[src/rtl/mips_wb_pkg.sv]
// Shared types and helpers for the MIPS register-file write-back path.
// The wb_port_arbiter build option WB_RR_EN selects round-robin arbitration.
package mips_wb_pkg;

    localparam int unsigned WB_DATA_W = 32;
    localparam logic [4:0]  REG_ZERO  = 5'd0;

    typedef struct packed {
        logic [4:0]           addr;
        logic [WB_DATA_W-1:0] data;
    } wb_entry_t;

    typedef enum logic [1:0] {GNT_NONE, GNT_ALU, GNT_LD} grant_e;

    typedef enum logic {LAST_ALU, LAST_LD} last_e;

    // One-hot register decode; $0 never shows up as a pending destination.
    function automatic logic [31:0] reg_onehot(input logic [4:0] addr);
        logic [31:0] v;
        v       = 32'd0;
        v[addr] = 1'b1;
        v[0]    = 1'b0;
        return v;
    endfunction

endpackage

[src/rtl/wb_fifo.sv]
// DEPTH-entry synchronous request queue holding {addr, data}, with a decoded
// destination vector of all occupied entries for the pending-write scoreboard.
module wb_fifo
    import mips_wb_pkg::*;
#(
    parameter int unsigned DATA_W = WB_DATA_W,
    parameter int unsigned DEPTH  = 2
) (
    input  logic              clk,
    input  logic              reset,
    input  logic              push,
    input  logic              pop,
    input  logic [4:0]        din_addr,
    input  logic [DATA_W-1:0] din_data,
    output logic [4:0]        dout_addr,
    output logic [DATA_W-1:0] dout_data,
    output logic              empty,
    output logic              full,
    output logic [31:0]       addr_vec
);

    localparam int unsigned PW = (DEPTH > 1) ? $clog2(DEPTH) : 1;
    localparam int unsigned CW = $clog2(DEPTH + 1);

    logic [4:0]        addr_mem [DEPTH];
    logic [DATA_W-1:0] data_mem [DEPTH];
    logic [PW-1:0]     wr_ptr;
    logic [PW-1:0]     rd_ptr;
    logic [CW-1:0]     count;
    logic              do_push;
    logic              do_pop;

    assign empty   = (count == '0);
    assign full    = (count == CW'(DEPTH));
    assign do_push = push && !full;
    assign do_pop  = pop && !empty;

    assign dout_addr = addr_mem[rd_ptr];
    assign dout_data = data_mem[rd_ptr];

    always_ff @(posedge clk) begin
        if (do_push) begin
            addr_mem[wr_ptr] <= din_addr;
            data_mem[wr_ptr] <= din_data;
        end
    end

    // Pointers wrap naturally since DEPTH is a power of two.
    always_ff @(posedge clk or posedge reset) begin
        if (reset) begin
            wr_ptr <= '0;
            rd_ptr <= '0;
            count  <= '0;
        end else begin
            if (do_push) wr_ptr <= wr_ptr + 1'b1;
            if (do_pop)  rd_ptr <= rd_ptr + 1'b1;
            if (do_push && !do_pop)      count <= count + 1'b1;
            else if (do_pop && !do_push) count <= count - 1'b1;
        end
    end

    always_comb begin
        addr_vec = 32'd0;
        for (int unsigned i = 0; i < DEPTH; i++) begin
            if (((DEPTH + i - 32'(rd_ptr)) % DEPTH) < 32'(count)) begin
                addr_vec = addr_vec | reg_onehot(addr_mem[i]);
            end
        end
    end

endmodule

[src/rtl/wb_port_arbiter.sv]
// Write-back port controller: queues ALU and load writes and arbitrates the single
// register-file write port. Define WB_RR_EN for round-robin, else loads have priority.
module wb_port_arbiter
    import mips_wb_pkg::*;
#(
    parameter int unsigned DATA_W = WB_DATA_W,
    parameter int unsigned DEPTH  = 2
) (
    input  logic              clk,
    input  logic              reset,
    input  logic              alu_valid,
    output logic              alu_ready,
    input  logic              alu_reg_dst,
    input  logic [4:0]        alu_rt,
    input  logic [4:0]        alu_rd,
    input  logic [DATA_W-1:0] alu_data,
    input  logic              ld_valid,
    output logic              ld_ready,
    input  logic [4:0]        ld_rt,
    input  logic [DATA_W-1:0] ld_data,
    output logic              rf_we,
    output logic [4:0]        rf_waddr,
    output logic [DATA_W-1:0] rf_wdata,
    output logic [31:0]       pending
);

    logic              alu_full, alu_empty, ld_full, ld_empty;
    logic [4:0]        alu_head_addr, ld_head_addr;
    logic [DATA_W-1:0] alu_head_data, ld_head_data;
    logic [31:0]       alu_vec, ld_vec;
    logic [4:0]        alu_dst;
    grant_e            gnt;

    assign alu_ready = !alu_full;
    assign ld_ready  = !ld_full;
    assign alu_dst   = alu_reg_dst ? alu_rd : alu_rt;

    wb_fifo #(.DATA_W(DATA_W), .DEPTH(DEPTH)) u_alu_q (
        .clk       (clk),
        .reset     (reset),
        .push      (alu_valid && alu_ready),
        .pop       (gnt == GNT_ALU),
        .din_addr  (alu_dst),
        .din_data  (alu_data),
        .dout_addr (alu_head_addr),
        .dout_data (alu_head_data),
        .empty     (alu_empty),
        .full      (alu_full),
        .addr_vec  (alu_vec)
    );

    wb_fifo #(.DATA_W(DATA_W), .DEPTH(DEPTH)) u_ld_q (
        .clk       (clk),
        .reset     (reset),
        .push      (ld_valid && ld_ready),
        .pop       (gnt == GNT_LD),
        .din_addr  (ld_rt),
        .din_data  (ld_data),
        .dout_addr (ld_head_addr),
        .dout_data (ld_head_data),
        .empty     (ld_empty),
        .full      (ld_full),
        .addr_vec  (ld_vec)
    );

`ifdef WB_RR_EN
    last_e last_q;

    always_comb begin
        gnt = GNT_NONE;
        if (!alu_empty && !ld_empty) gnt = (last_q == LAST_ALU) ? GNT_LD : GNT_ALU;
        else if (!alu_empty)         gnt = GNT_ALU;
        else if (!ld_empty)          gnt = GNT_LD;
    end

    always_ff @(posedge clk or posedge reset) begin
        if (reset) begin
            last_q <= LAST_LD;
        end else if (gnt == GNT_ALU) begin
            last_q <= LAST_ALU;
        end else if (gnt == GNT_LD) begin
            last_q <= LAST_LD;
        end
    end
`else
    always_comb begin
        gnt = GNT_NONE;
        if (!ld_empty)       gnt = GNT_LD;
        else if (!alu_empty) gnt = GNT_ALU;
    end
`endif

    // Writes to $0 still pass through the output stage, only with the enable low.
    always_ff @(posedge clk or posedge reset) begin
        if (reset) begin
            rf_we    <= 1'b0;
            rf_waddr <= REG_ZERO;
            rf_wdata <= '0;
        end else begin
            unique case (gnt)
                GNT_ALU: begin
                    rf_we    <= (alu_head_addr != REG_ZERO);
                    rf_waddr <= alu_head_addr;
                    rf_wdata <= alu_head_data;
                end
                GNT_LD: begin
                    rf_we    <= (ld_head_addr != REG_ZERO);
                    rf_waddr <= ld_head_addr;
                    rf_wdata <= ld_head_data;
                end
                default: rf_we <= 1'b0;
            endcase
        end
    end

    assign pending = alu_vec | ld_vec | (rf_we ? reg_onehot(rf_waddr) : 32'd0);

endmodule

[config.mk]
export PLATFORM = sky130hd
export DESIGN_NAME = wb_port_arbiter
export DESIGN_NICKNAME = d
export VERILOG_FILES = /design/src/rtl/mips_wb_pkg.sv /design/src/rtl/wb_fifo.sv /design/src/rtl/wb_port_arbiter.sv
export SDC_FILE = /design/constraint.sdc
export NUM_CORES = 1
export LEC_CHECK = 0
export BUFFER_PORTS_ARGS = -buffer_cell sky130_fd_sc_hd__buf_2
export CAP_MARGIN = 20
export CORE_ASPECT_RATIO = 1.25
export CORE_MARGIN = 10
export CORE_UTILIZATION = 27
export DETAILED_ROUTE_END_ITERATION = 7
export PLACE_DENSITY = 0.48
export SLEW_MARGIN = 0
export SYNTH_ARGS = -nofsm -noshare
export SYNTH_HDL_FRONTEND = slang
export SYNTH_SLANG_ARGS = --single-unit
[constraint.sdc]
create_clock -name clk -period 3.71 [get_ports clk]
set_input_delay 0.371 -clock clk [delete_from_list [all_inputs] [get_ports clk]]
set_output_delay 0.371 -clock clk [all_outputs]
set_load 0.005 [all_outputs]
Word-level counts from Yosys, hierarchy flattened
Memory sizes are Yosys's and may differ from the RTL's.
Index checks and enable logic that the tools add are counted.
{"block": "word_totals", "memories": 4, "register_bits": 46, "latch_bits": 0, "mem_bits_rw": 148, "mem_bits_ro": 0, "in_bits": 84, "word_cells": 106}
{"name": "u_alu_q.data_mem", "words": 2, "word_bits": 32, "rd": 1, "rd_clocked_by_memory_dff": 0, "wr": 1, "line": "wb_fifo.sv:26", "text": "logic [DATA_W-1:0] data_mem [DEPTH];"}
{"name": "u_ld_q.data_mem", "words": 2, "word_bits": 32, "rd": 1, "rd_clocked_by_memory_dff": 0, "wr": 1, "line": "wb_fifo.sv:26"}
{"name": "u_alu_q.addr_mem", "words": 2, "word_bits": 5, "rd": 3, "rd_clocked_by_memory_dff": 0, "wr": 1, "line": "wb_fifo.sv:25", "text": "logic [4:0] addr_mem [DEPTH];"}
{"name": "u_ld_q.addr_mem", "words": 2, "word_bits": 5, "rd": 3, "rd_clocked_by_memory_dff": 0, "wr": 1, "line": "wb_fifo.sv:25"}
{"block": "classes", "n_shift": 0, "n_eq_ne": 4, "n_lt_le_gt_ge": 14, "multipliers": 0, "addsub": 12, "n_mux": 29, "div": 0, "n_reduce_logical": 30, "n_bitwise": 4}
{"cell": "32-bit 2-to-1 mux", "count": 5}
{"cell": "32-bit OR", "count": 4}
{"cell": "32-bit one-hot mux with 2 select lines", "count": 1}
{"cell": "5-bit by 6-bit less-than comparator with 1-bit output, second input constant", "count": 5}
{"cell": "1-bit demux with 5-bit select", "count": 5}
{"cell": "5-bit by 1-bit >= comparator with 1-bit output, second input constant", "count": 5}
{"cell": "1-bit logical AND", "count": 15}
{"cell": "1-bit 2-to-1 mux", "count": 10}
{"cell": "2-bit 2-to-1 mux", "count": 5}
{"cell": "5-bit one-hot mux with 2 select lines", "count": 1}
{"cell": "5-bit nonzero test", "count": 2}
{"cell": "1-bit logical NOT", "count": 8}
{"cell": "1-bit by 2-bit less-than comparator with 1-bit output", "count": 4}
{"cell": "2-bit == test, second input constant", "count": 3}
{"cell": "2-bit nonzero test", "count": 3}
{"cell": "5-bit 2-to-1 mux", "count": 1}
{"cell": "1-bit adder, second input constant", "count": 4}
{"cell": "2-bit by 1-bit adder with 2-bit output, second input constant", "count": 2}
{"cell": "2-bit logical NOT", "count": 2}
{"cell": "1-bit subtractor, first input constant", "count": 4}
{"cell": "2-bit by 1-bit subtractor with 2-bit output, second input constant", "count": 2}
{"cell": "2-bit by 1-bit == test with 1-bit output, second input constant", "count": 1}
{"cell": "1-bit one-hot mux with 2 select lines", "count": 1}

Logic depth before layout (Yosys ltp)
Gate-level depths: netlist of run 1.
An unclocked memory read counts as a cell.
{"block": "depth", "ltp_word": 10, "mapped_depth": 8}

Hierarchy
Synthesis of run 1 repeated with hierarchy kept, for this count alone.
{"block": "hier_totals", "cells_unflattened": 659, "hier_area_um2": 9041.2}
{"module": "wb_fifo (u_alu_q)", "cells_each": 210, "n_inst": 1, "seq_area_each_um2": 2322.2, "area_per_inst_um2": 3435.8}
{"module": "wb_fifo (u_ld_q)", "cells_each": 202, "n_inst": 1, "seq_area_each_um2": 2322.2, "area_per_inst_um2": 3335.7}
{"module": "wb_port_arbiter", "cells_each": 247, "n_inst": 1, "seq_area_each_um2": 950.9, "area_per_inst_um2": 2269.7}

Least setup slack after synthesis of run 1
Ideal clock, no wire load.
{"block": "synth_timing", "path_kind": "flip-flop to flip-flop", "startpoint": "register u_alu_q.count[0]", "endpoint": "memory u_alu_q.addr_mem[0][0] (enable)", "setup_ns": 0.431, "path_stages_with_launch": 5, "period_less_slack_ns": 2.754, "path_slack_ns": 0.956, "t_arrival_ns": 2.323, "n_path_buf": 1, "required_time_ns": 3.279, "path_cell_list": "dfrtp_1 buf_2 nand2b_1 nand2_1 nor2_1"}
{"block": "synth_between", "elab_chain_len": 6}
{"element": "start, declared", "line": "wb_fifo.sv:29", "text": "logic [CW-1:0] count;"}
{"element": "start signal, assigned", "line": "wb_fifo.sv:57", "text": "if (do_push && !do_pop) count <= count + 1'b1;"}
{"element": "start signal, assigned", "line": "wb_fifo.sv:58", "text": "else if (do_pop && !do_push) count <= count - 1'b1;"}
{"element": "2-bit == test (*)", "line": "wb_fifo.sv:34", "text": "assign full = (count == CW'(DEPTH));"}
{"element": "1-bit logical NOT (*)", "line": "wb_port_arbiter.sv:34", "text": "assign alu_ready = !alu_full;"}
{"element": "via alu_ready", "line": "wb_port_arbiter.sv:12", "text": "output logic alu_ready,"}
{"element": "1-bit logical AND", "line": "wb_port_arbiter.sv:41", "text": ".push (alu_valid && alu_ready),"}
{"element": "1-bit logical AND (*)", "line": "wb_fifo.sv:35", "text": "assign do_push = push && !full;"}
{"element": "1-bit 2-to-1 mux (*)", "line": "wb_fifo.sv:42", "text": "if (do_push) begin"}
{"element": "1-bit 2-to-1 mux (implied by the code) (*)", "line": "wb_fifo.sv:43", "text": "addr_mem[wr_ptr] <= din_addr;"}
{"element": "end, declared", "line": "wb_fifo.sv:25"}
Mark *: on every way through the listed nets, which the timed path passes. The rest lies on a longest branch.

Final worst setup path of run 1
{"block": "layout_timing", "startpoint": "register u_alu_q.count[0]", "endpoint": "output port pending[2]"}
{"block": "layout_between", "elab_chain_len": 6, "elab_cells_between_ends": 7}
{"element": "1-bit by 2-bit less-than comparator with 1-bit output", "line": "wb_fifo.sv:65", "text": "if (((DEPTH + i - 32'(rd_ptr)) % DEPTH) < 32'(count)) begin"}
{"element": "32-bit 2-to-1 mux", "line": "wb_fifo.sv:65"}
{"element": "32-bit OR", "line": "wb_fifo.sv:66", "text": "addr_vec = addr_vec | reg_onehot(addr_mem[i]);"}
{"element": "32-bit 2-to-1 mux (*)", "line": "wb_fifo.sv:65"}
{"element": "32-bit OR (*) (2 in series)", "line": "wb_port_arbiter.sv:116", "text": "assign pending = alu_vec | ld_vec | (rf_we ? reg_onehot(rf_waddr) : 32'd0);"}
{"element": "end, declared", "line": "wb_port_arbiter.sv:24", "text": "output logic [31:0] pending"}
Every way passes the cells marked *; elsewhere a longest branch is shown, timed or not.

==> flow_summary.toml, run 1 <==
[logic_synthesis]
ys_types = 61
synth_edf_count = 148
netlist_area_sq_um = 8960
postSynthCellCount = 738
ys_seq_area_frac = 0.625
synth_area_leader_cell = "edfxtp_1"
syn_area_per_cell_sq_um = 12.1
synth_most_common_cell = "edfxtp_1"
yosys_register_bits = 194
yosys_warnings = 0
synth_area_leaders = "edfxtp_1, dfrtp_1, a21oi_1"
syn_nets = 824
yosys_most_used_dff = "edfxtp_1"
async_flop_share = 0.237
synth_common_cells = "edfxtp_1, a21oi_1, nor2_1"
synth_top_area_frac = 0.496

[grt]
grt_max_degree = 78
use_met3 = 0.0421
grt_pass1_wl_microns = 41500
first_global_vias = 6795
overflow = 0
antenna_found_initial = 4
grtUsageMet2 = 0.230
grt_busiest_layer = "met2"
use_met1 = 0.152
track_usage = 0.134

[timing]
fin_skew_ns = 0.00991
slew_viol_final = 0
fin_tns_setup_ns = 0
finalSetupViolCount = 0
hold_violations = 0
fin_ws_ns = 0.731
finalCritPeriodShare = 0.803
period_minus_slack_ns = 2.98
tightest_slew_ns = 1.12
rsz0062_at_grt = "false"
fmax_mhz = 336
maxSlewHeadroom = 0.255

[cts]
htreeDepth = 4
clock-sinks = 194
cts_hold_buf = 0
clkSlewWorstSetupHoldPaths_ns = 0.07
cts_buffers = 17
worstSkewPairLatency_ns = 0.43
post_cts_buffers = 0
cts-root-buf = "clkbuf_16"
cts_buffer_depth = 2
cts_tree = "yes"
cts_resized = 0

[detailed_routing]
via_per_inst = 5.06
wl_microns = 28100
ant_nets = 0
drc = 0
wire_per_inst_microns = 21.6
drt_iter0_drc = 429
vias = 6594
drt_pass1_iterations = 5

[critical_path]
cp-start-kind = "flip-flop"
worstSetupPathType = "flip-flop to output port"
setup.worst_path.end_class = "output port"
r2r_cells = 4
critPathRequiredTime_ns = 3.34
arrival_ns = 2.61
cp_max_fo = 18

[pwr]
leakage_uw = 0.00403
p_clk_frac = 0.207
powerDensity_nw_per_um2 = 807
comb_power_share = 0.379
seqPwrFrac = 0.415
cellInternalPower_uw = 5210
vdd_drop_max_v = 0.000408
p_sw_frac = 0.397
switching_power_uw = 3430

[cells_and_area]
syn_to_final_growth_pct = 19.6
antennaDiodeCount = 0
drive_gt1_frac = 0.260
nets = 957

[floorplan]
initial_core_util = 0.274
die_height_microns = 224
dieArea_sq_um = 40900
num_io_pins = 156
die_x_microns = 183
core-area_sq_um = 32700
num_rows = 74

[placed_design]
dp_hpwl_microns = 19600
gp_congestion = 0.915
place_ws_ns = 1.24
numPortBuffers = 154

[worst_hold_path]
hold_path.class = "input port to async pin"

[run]
cap_violations = 0

[status]
status = "completed"
## state kept, by name, indices dropped and copies added, names as in the netlist
signal            cells
u_ld_q.addr_mem      10
u_alu_q.addr_mem     10
u_ld_q.wr_ptr         1
u_alu_q.rd_ptr        1
rf_we                 1
u_ld_q.rd_ptr         1
rf_waddr              5
u_ld_q.count          2
u_ld_q.data_mem      64
u_alu_q.wr_ptr        1
rf_wdata             32
u_alu_q.count         2
u_alu_q.data_mem     64
## power groups by stage
stage / clock network [uW] / registers, uW / logic [uW]
2_1_floorplan: 0 / 3340 / 2270
3_3_place_gp: 0 / 3620 / 3350
3_5_place_dp: 0 / 3620 / 3350
4_1_cts: 1840 / 3580 / 3360
5_1_grt: 1950 / 3650 / 3660
6_report: 1790 / 3590 / 3270
## per-stage QoR
step	utilization	instance area [sq um]	cells	hold slack, ns	power [uW]
floorplan	-	8960	738	0.460	5610
CTS	0.328	10700	1302	0.0574	8780
global placement	0.310	10100	1270	0.500	6970
detailed placement	0.310	10100	1270	0.516	6980
finish	0.328	10700	1302	0.0283	8640
global route	0.328	10700	1302	0.0601	9250
## per-layer routing
layer | vias up | wire length, microns | share of wire
li1 | 3073 | - | -
met1 | 3153 | 11200 | 0.40
met2 | 290 | 14100 | 0.50
met3 | 72 | 1900 | 0.067
met4 | 6 | 927 | 0.033
met5 | - | 54 | 0.0019
## logic make-up after synthesis
logic type,share of synthesized area
buf+inv,0.0320
xor+xnor,0.00978
other cells,0.000419
simple gates,0.138
mux,0.0476
flops,0.625
fa+ha+maj,0.00279
compound gates,0.145
## layout make-up
cell class,instances,area [sq um]
multi-input combinational,478,3110
sequential,194,5600
timing repair buffer,166,861
tap,418,523
clock buffer,17,425
fill,3347,22000
inverter,14,52.6
clock inverter,15,146
## placed cells by master, fill, tap and decap left out, drive strengths merged, types with 3 or more instances in the layout
cell type / netlist / final
a221o: 3 / 3
or4: 3 / 3
a21oi: 79 / 79
clkinvlp: 0 / 5
nor2: 74 / 74
a221oi: 11 / 11
clkbuf: 26 / 17
o22ai: 6 / 6
a22oi: 8 / 8
mux2: 5 / 5
buf: 26 / 166
o21ai: 5 / 5
or3b: 8 / 8
inv: 14 / 21
nand2: 23 / 23
nor3b: 9 / 9
nand3: 16 / 16
a211oi: 44 / 44
o211ai: 11 / 11
nor3: 20 / 20
mux2i: 37 / 37
xnor2: 8 / 8
dfrtp: 46 / 46
or3: 5 / 5
nand3b: 11 / 11
o221ai: 6 / 6
nand2b: 8 / 8
nor2b: 42 / 42
edfxtp: 148 / 148
and3b: 6 / 6
## path summary, 6_finish.rpt
path	from	endpoint	slack, ns
min	reset	rf_wdata[5]	0.03
max in group asynchronous	reset	rf_wdata[25]	2.87
max	u_alu_q.count[0]	pending[2]	0.73
min in group clk	ld_data[17]	u_ld_q.data_mem[0][17]	0.12
max reg2reg	u_ld_q.count[0]	u_ld_q.data_mem[0][29]	1.52
min reg2reg	u_ld_q.data_mem[1][15]	rf_wdata[15]	0.52
## worst max-delay path, cell delays in order, from the launching register on
cell and delay (ns):
dfrtp_1 0.51, a21oi_4 0.46, or3b_1 0.43, nor4_1 0.09, or4_1 0.52, buf_2 0.16
Power figures use the tool's default switching activity.
==> run 2, diff against run 1 <==
--- a/config.mk
+++ b/config.mk
@@ -11,7 +11,7 @@
 export CORE_MARGIN = 10
 export CORE_UTILIZATION = 27
 export DETAILED_ROUTE_END_ITERATION = 7
-export PLACE_DENSITY = 0.48
+export PLACE_DENSITY = 0.5
 export SLEW_MARGIN = 0
 export SYNTH_ARGS = -nofsm -noshare
 export SYNTH_HDL_FRONTEND = slang
==> constraint.sdc (replaced) <==
create_clock -name clk -period 2.4 [get_ports clk]
set_input_delay 0.24 -clock clk [delete_from_list [all_inputs] [get_ports clk]]
set_output_delay 0.24 -clock clk [all_outputs]
set_load 0.005 [all_outputs]
==> run 2 against run 1 <==
  * Via count increased by 5.7%
  * Clock-buffer cell count up 4
  * Core utilization grew 3.4 points
  * Die area did not move
  * Routed wire length increased by 4.0%
  * Non-clock buffer count is 104 higher
  * Global-route usage grew 0.69 points
  * Clock power rose by 50%
  * First-iteration DRC count is 10% higher
  * Clock skew increased by 0.0031 ns
==> flow_summary.toml, run 2 (same netlist as run 1, synthesis figures left out) <==
[status]
status = "completed"

[critical_path]
max_stage_delay_ns = 0.49
critPathBufInv = 2
cp_top_family = "compound AO/OA/AOI/OAI gates"
arrival_ns = 2.10
critPathRequiredTime_ns = 2.16
setup.worst_path.end_class = "output port"
cp_max_fo = 8
cpMaxStageDelayCell = "dfrtp_2"
worstSetupPathType = "flip-flop to output port"
cp_cell_sequence = "nand2b_1 > a21oi_2 > buf_4 > a221oi_1 > o211ai_1 > buf_2"
cp-start-kind = "flip-flop"

[grt]
track_usage = 0.141
overflow = 0
grt_pass1_wl_microns = 44100
first_global_vias = 7301
grt_max_degree = 79
antenna_found_initial = 4

[cells_and_area]
stdcell_area_sq_um = 11800
drive_gt1_frac = 0.286
syn_to_final_growth_pct = 32.0
final_common_cell = "buf_2"
stdcell_count = 1410
nets = 1061
final_cell_mix = "buf_2, edfxtp_1, a21oi_1, nor2_1, dlygate4sd3_1"
largestRegisters = "u_alu_q.data_mem: 64 flops, u_ld_q.data_mem: 64 flops, rf_wdata: 32 flops"

[detailed_routing]
wire_per_inst_microns = 20.7
drc = 0
wl_microns = 29300
drt_iter0_drc = 473
drt_pass1_iterations = 5
via_per_inst = 4.95
ant_nets = 0
vias = 6973

[timing]
fin_skew_ns = 0.0130
tightest_slew_ns = 0.828
fin_ws_ns = 0.0634
fmax_mhz = 428
hold_violations = 0
period_minus_slack_ns = 2.34
fin_tns_setup_ns = 0
hold_ws_ns = 0.0204
slew_viol_final = 0
finalCritPeriodShare = 0.974
finalSetupViolCount = 0
maxSlewHeadroom = 0.448

[floorplan]
die_height_microns = 224
initial_core_util = 0.274
num_io_pins = 156
num_rows = 74
dieArea_sq_um = 40900
die_x_microns = 183
core-area_sq_um = 32700

[placed_design]
gp_congestion = 0.892
dp_cells = 1293
numPortBuffers = 154
dp_hpwl_microns = 20000
place_ws_ns = 0.383
post_dp_cell_area_sq_um = 10400

[worst_hold_path]
hold_path.class = "input port to flip-flop"

[pwr]
p_clk_frac = 0.194
leakage_uw = 0.00454
seqPwrFrac = 0.394
powerDensity_nw_per_um2 = 1170
p_sw_frac = 0.387
switching_power_uw = 5350
vdd_drop_max_v = 0.000583
comb_power_share = 0.411
cellInternalPower_uw = 8500

[cts]
cts_tree = "yes"
worstSkewPairLatency_ns = 0.43
clkSlewWorstSetupHoldPaths_ns = 0.07
clock-sinks = 194
cts_buffer_depth = 2
cts-root-buf = "clkbuf_16"
cts_buffers = 17
htreeDepth = 4

[run]
cap_violations = 0
## run 2: final cells by class
| type | instances | area, sq um |
|---|---|---|
| Tap cell | 418 | 523 |
| Fill cell | 3225 | 20900 |
| Clock buffer | 21 | 450 |
| Timing Repair Buffer | 270 | 1910 |
| Clock inverter | 11 | 108 |
| Antenna cell | 4 | 10.0 |
| Inverter | 14 | 52.6 |
| Multi-Input combinational cell | 478 | 3170 |
| Sequential cell | 194 | 5610 |
## run 2: metal layers
| layer | GRT usage | up-vias | wire, microns |
|---|---|---|---|
| li1 | - | 3266 | - |
| met1 | 0.163 | 3460 | 11900 |
| met2 | 0.247 | 212 | 15100 |
| met3 | 0.0323 | 35 | 1390 |
| met4 | 0.0563 | 0 | 878 |
| met5 | 0 | - | 0 |
## run 2: per-stage QoR
step	utilization	total power [uW]
6_report	0.362	13900
5_1_grt	0.362	14800
4_1_cts	0.354	13900
3_5_place_dp	0.318	11000
3_3_place_gp	0.318	11000
2_1_floorplan	-	8670
## run 2: path summary, 6_finish.rpt
path / start / to / slack [ns] / cells after the start
worst min register to register: u_ld_q.data_mem[1][30] / rf_wdata[30] / 0.52 / 2
worst max register to register: u_alu_q.rd_ptr / rf_wdata[3] / 0.59 / 5
worst min-delay path: alu_data[8] / u_alu_q.data_mem[1][8] / 0.02 / 1
min in group asynchronous: reset / rf_wdata[17] / 0.42 / 4
worst max-delay path: u_alu_q.rd_ptr / pending[27] / 0.06 / 6
max in group asynchronous: reset / u_alu_q.count[0] / 1.71 / 4
## run 2: what timing repair did
action                                 4_1_cts  5_1_grt
endpoints found under the hold margin      166        4
setup buffers                                1       17
setup endpoints to repair                    9       19
hold buffers                                61        2
resized for setup                            5       16
## run 2: power by group through the flow
stage	clock, uW	sequential [uW]	combinational (uW)
6_report	2690	5460	5700
5_1_grt	2920	5580	6350
3_3_place_gp	0	5530	5520
2_1_floorplan	0	5160	3510
3_5_place_dp	0	5540	5510
4_1_cts	2770	5480	5620
==> run 3, diff against run 2 <==
--- a/config.mk
+++ b/config.mk
@@ -10,6 +10,7 @@
 export CORE_ASPECT_RATIO = 1.25
 export CORE_MARGIN = 10
 export CORE_UTILIZATION = 27
+export CTS_BUF_LIST = sky130_fd_sc_hd__clkbuf_4 sky130_fd_sc_hd__clkbuf_8
 export DETAILED_ROUTE_END_ITERATION = 7
 export PLACE_DENSITY = 0.5
 export SLEW_MARGIN = 0
==> run 3 against run 2 <==
  * Critical path depth unchanged
  * Largest power group unchanged
  * Cell count up 1.3%
  * Register-to-register slack worse by 0.05 ns
  * Clock skew up 0.0032 ns
  * Sequential power down 1%
  * Design area up 0.64%
  * Worst hold slack better by 0.073 ns
  * Setup slack worse by 0.024 ns
  * First-iteration DRC count down 3.6%
  * Clock power down 24%
  * Critical endpoint is now pending[31]
==> flow_summary.toml, run 3 (same netlist as run 1, synthesis figures left out) <==
[floorplan]
num_rows = 74
core-area_sq_um = 32700
die_height_microns = 224
num_io_pins = 156
dieArea_sq_um = 40900
die_x_microns = 183
initial_core_util = 0.274

[pwr]
powerDensity_nw_per_um2 = 1130
vdd_drop_max_v = 0.000576
seqPwrFrac = 0.402
cellInternalPower_uw = 8080
leakage_uw = 0.00457
finalPower_uw = 13400
p_clk_frac = 0.151
comb_power_share = 0.447
p_sw_frac = 0.399
switching_power_uw = 5370

[placed_design]
dp_hpwl_microns = 20000
dp_cells = 1293
place_ws_ns = 0.383
gp_congestion = 0.892
numPortBuffers = 154

[worst_hold_path]
hold_path.class = "input port to flip-flop"

[detailed_routing]
wl_microns = 29600
wire_per_inst_microns = 20.7
vias = 7030
via_per_inst = 4.92
ant_nets = 0
drt_pass1_iterations = 5
drt_iter0_drc = 456
drc = 0

[cts]
clkSlewWorstSetupHoldPaths_ns = 0.09
cts_buffer_depth = 2
cts_tree = "yes"
worstSkewPairLatency_ns = 0.47
htreeDepth = 4
clock-sinks = 194
cts_buffers = 17
cts-root-buf = "clkbuf_8"

[grt]
track_usage = 0.142
grt_pass1_wl_microns = 44500
overflow = 0
grt_max_degree = 79
first_global_vias = 7447
antenna_found_initial = 4

[timing]
maxSlewHeadroom = 0.452
fmax_mhz = 424
finalCritPeriodShare = 0.983
slew_viol_final = 0
finalSetupViolCount = 0
hold_violations = 0
period_minus_slack_ns = 2.36
fin_tns_setup_ns = 0
rsz0062_at_grt = "true"
fin_ws_ns = 0.0396
fin_skew_ns = 0.0163
tightest_slew_ns = 0.823

[critical_path]
arrival_ns = 2.12
cp_max_fo = 5
critPathRequiredTime_ns = 2.16
worstSetupPathType = "flip-flop to output port"
setup.worst_path.end_class = "output port"
rrSetupSlack_ns = 0.54
cp-start-kind = "flip-flop"

[cells_and_area]
final_cell_mix = "buf_2, edfxtp_1, a21oi_1, dlygate4sd3_1, nor2_1"
drive_gt1_frac = 0.304
largestRegisters = "u_alu_q.data_mem: 64 flops, u_ld_q.data_mem: 64 flops, rf_wdata: 32 flops"
utilization = 0.364
stdcell_count = 1428
syn_to_final_growth_pct = 32.8
nets = 1079
final_common_cell = "buf_2"

[status]
status = "completed"

[run]
cap_violations = 0
-- run 3: power by group through the flow --
stage	Sequential [uW]	Clock, uW	Combinational [uW]
after floorplan	5160	0	3510
after global placement	5530	0	5520
after detailed placement	5540	0	5510
after CTS	5410	2120	5830
after global routing	5520	2270	6680
final	5400	2040	6010
-- run 3: area by class of cell --
type,instances,area (sq um)
multi-input combinational,478,3260
clock buffer,21,270
timing repair buffer,288,2070
sequential,194,5610
tap,418,523
clock inverter,11,108
antenna,4,10.0
inverter,14,55.1
fill,3233,20800
-- run 3: worst paths after layout --
check	startpoint	end	depth (start not counted)
max reg2reg	u_alu_q.rd_ptr	rf_wdata[3]	6
min	alu_rt[1]	u_alu_q.addr_mem[1][1]	2
max in group asynchronous	reset	rf_waddr[3]	4
min in group asynchronous	reset	rf_wdata[18]	4
max	u_alu_q.addr_mem[0][1]	pending[31]	6
min reg2reg	u_ld_q.data_mem[1][12]	rf_wdata[12]	2
-- run 3: worst max-delay path, cell delays in order, from the launching register on --
cell and delay [ns]:
edfxtp_1 0.51, buf_6 0.17, nand2_1 0.07, a21oi_2 0.08, nor2b_1 0.15, or4_1 0.53
buf_2 0.15
-- run 3: through the flow --
step	instance area, sq um	hold WS (ns)
floorplan	8960	0.339
global placement	10400	0.323
detailed placement	10400	0.330
CTS	11600	0.0565
global route	11900	0.0693
finish	11900	0.0938
-- run 3: repair_timing --
action | CTS | global route
setup buffers | 14 | 17
endpoints found under the hold margin | 184 | 0
resized for setup | 15 | 24
pin swaps | 0 | 6
hold buffers | 70 | 0
setup endpoints to repair | 20 | 22
-- run 3: per-layer routing --
metal	up-vias	GRT usage	part of all wire
li1	3303	-	-
met1	3470	0.163	0.41
met2	222	0.250	0.52
met3	35	0.0332	0.049
met4	0	0.0574	0.026
met5	-	0	0
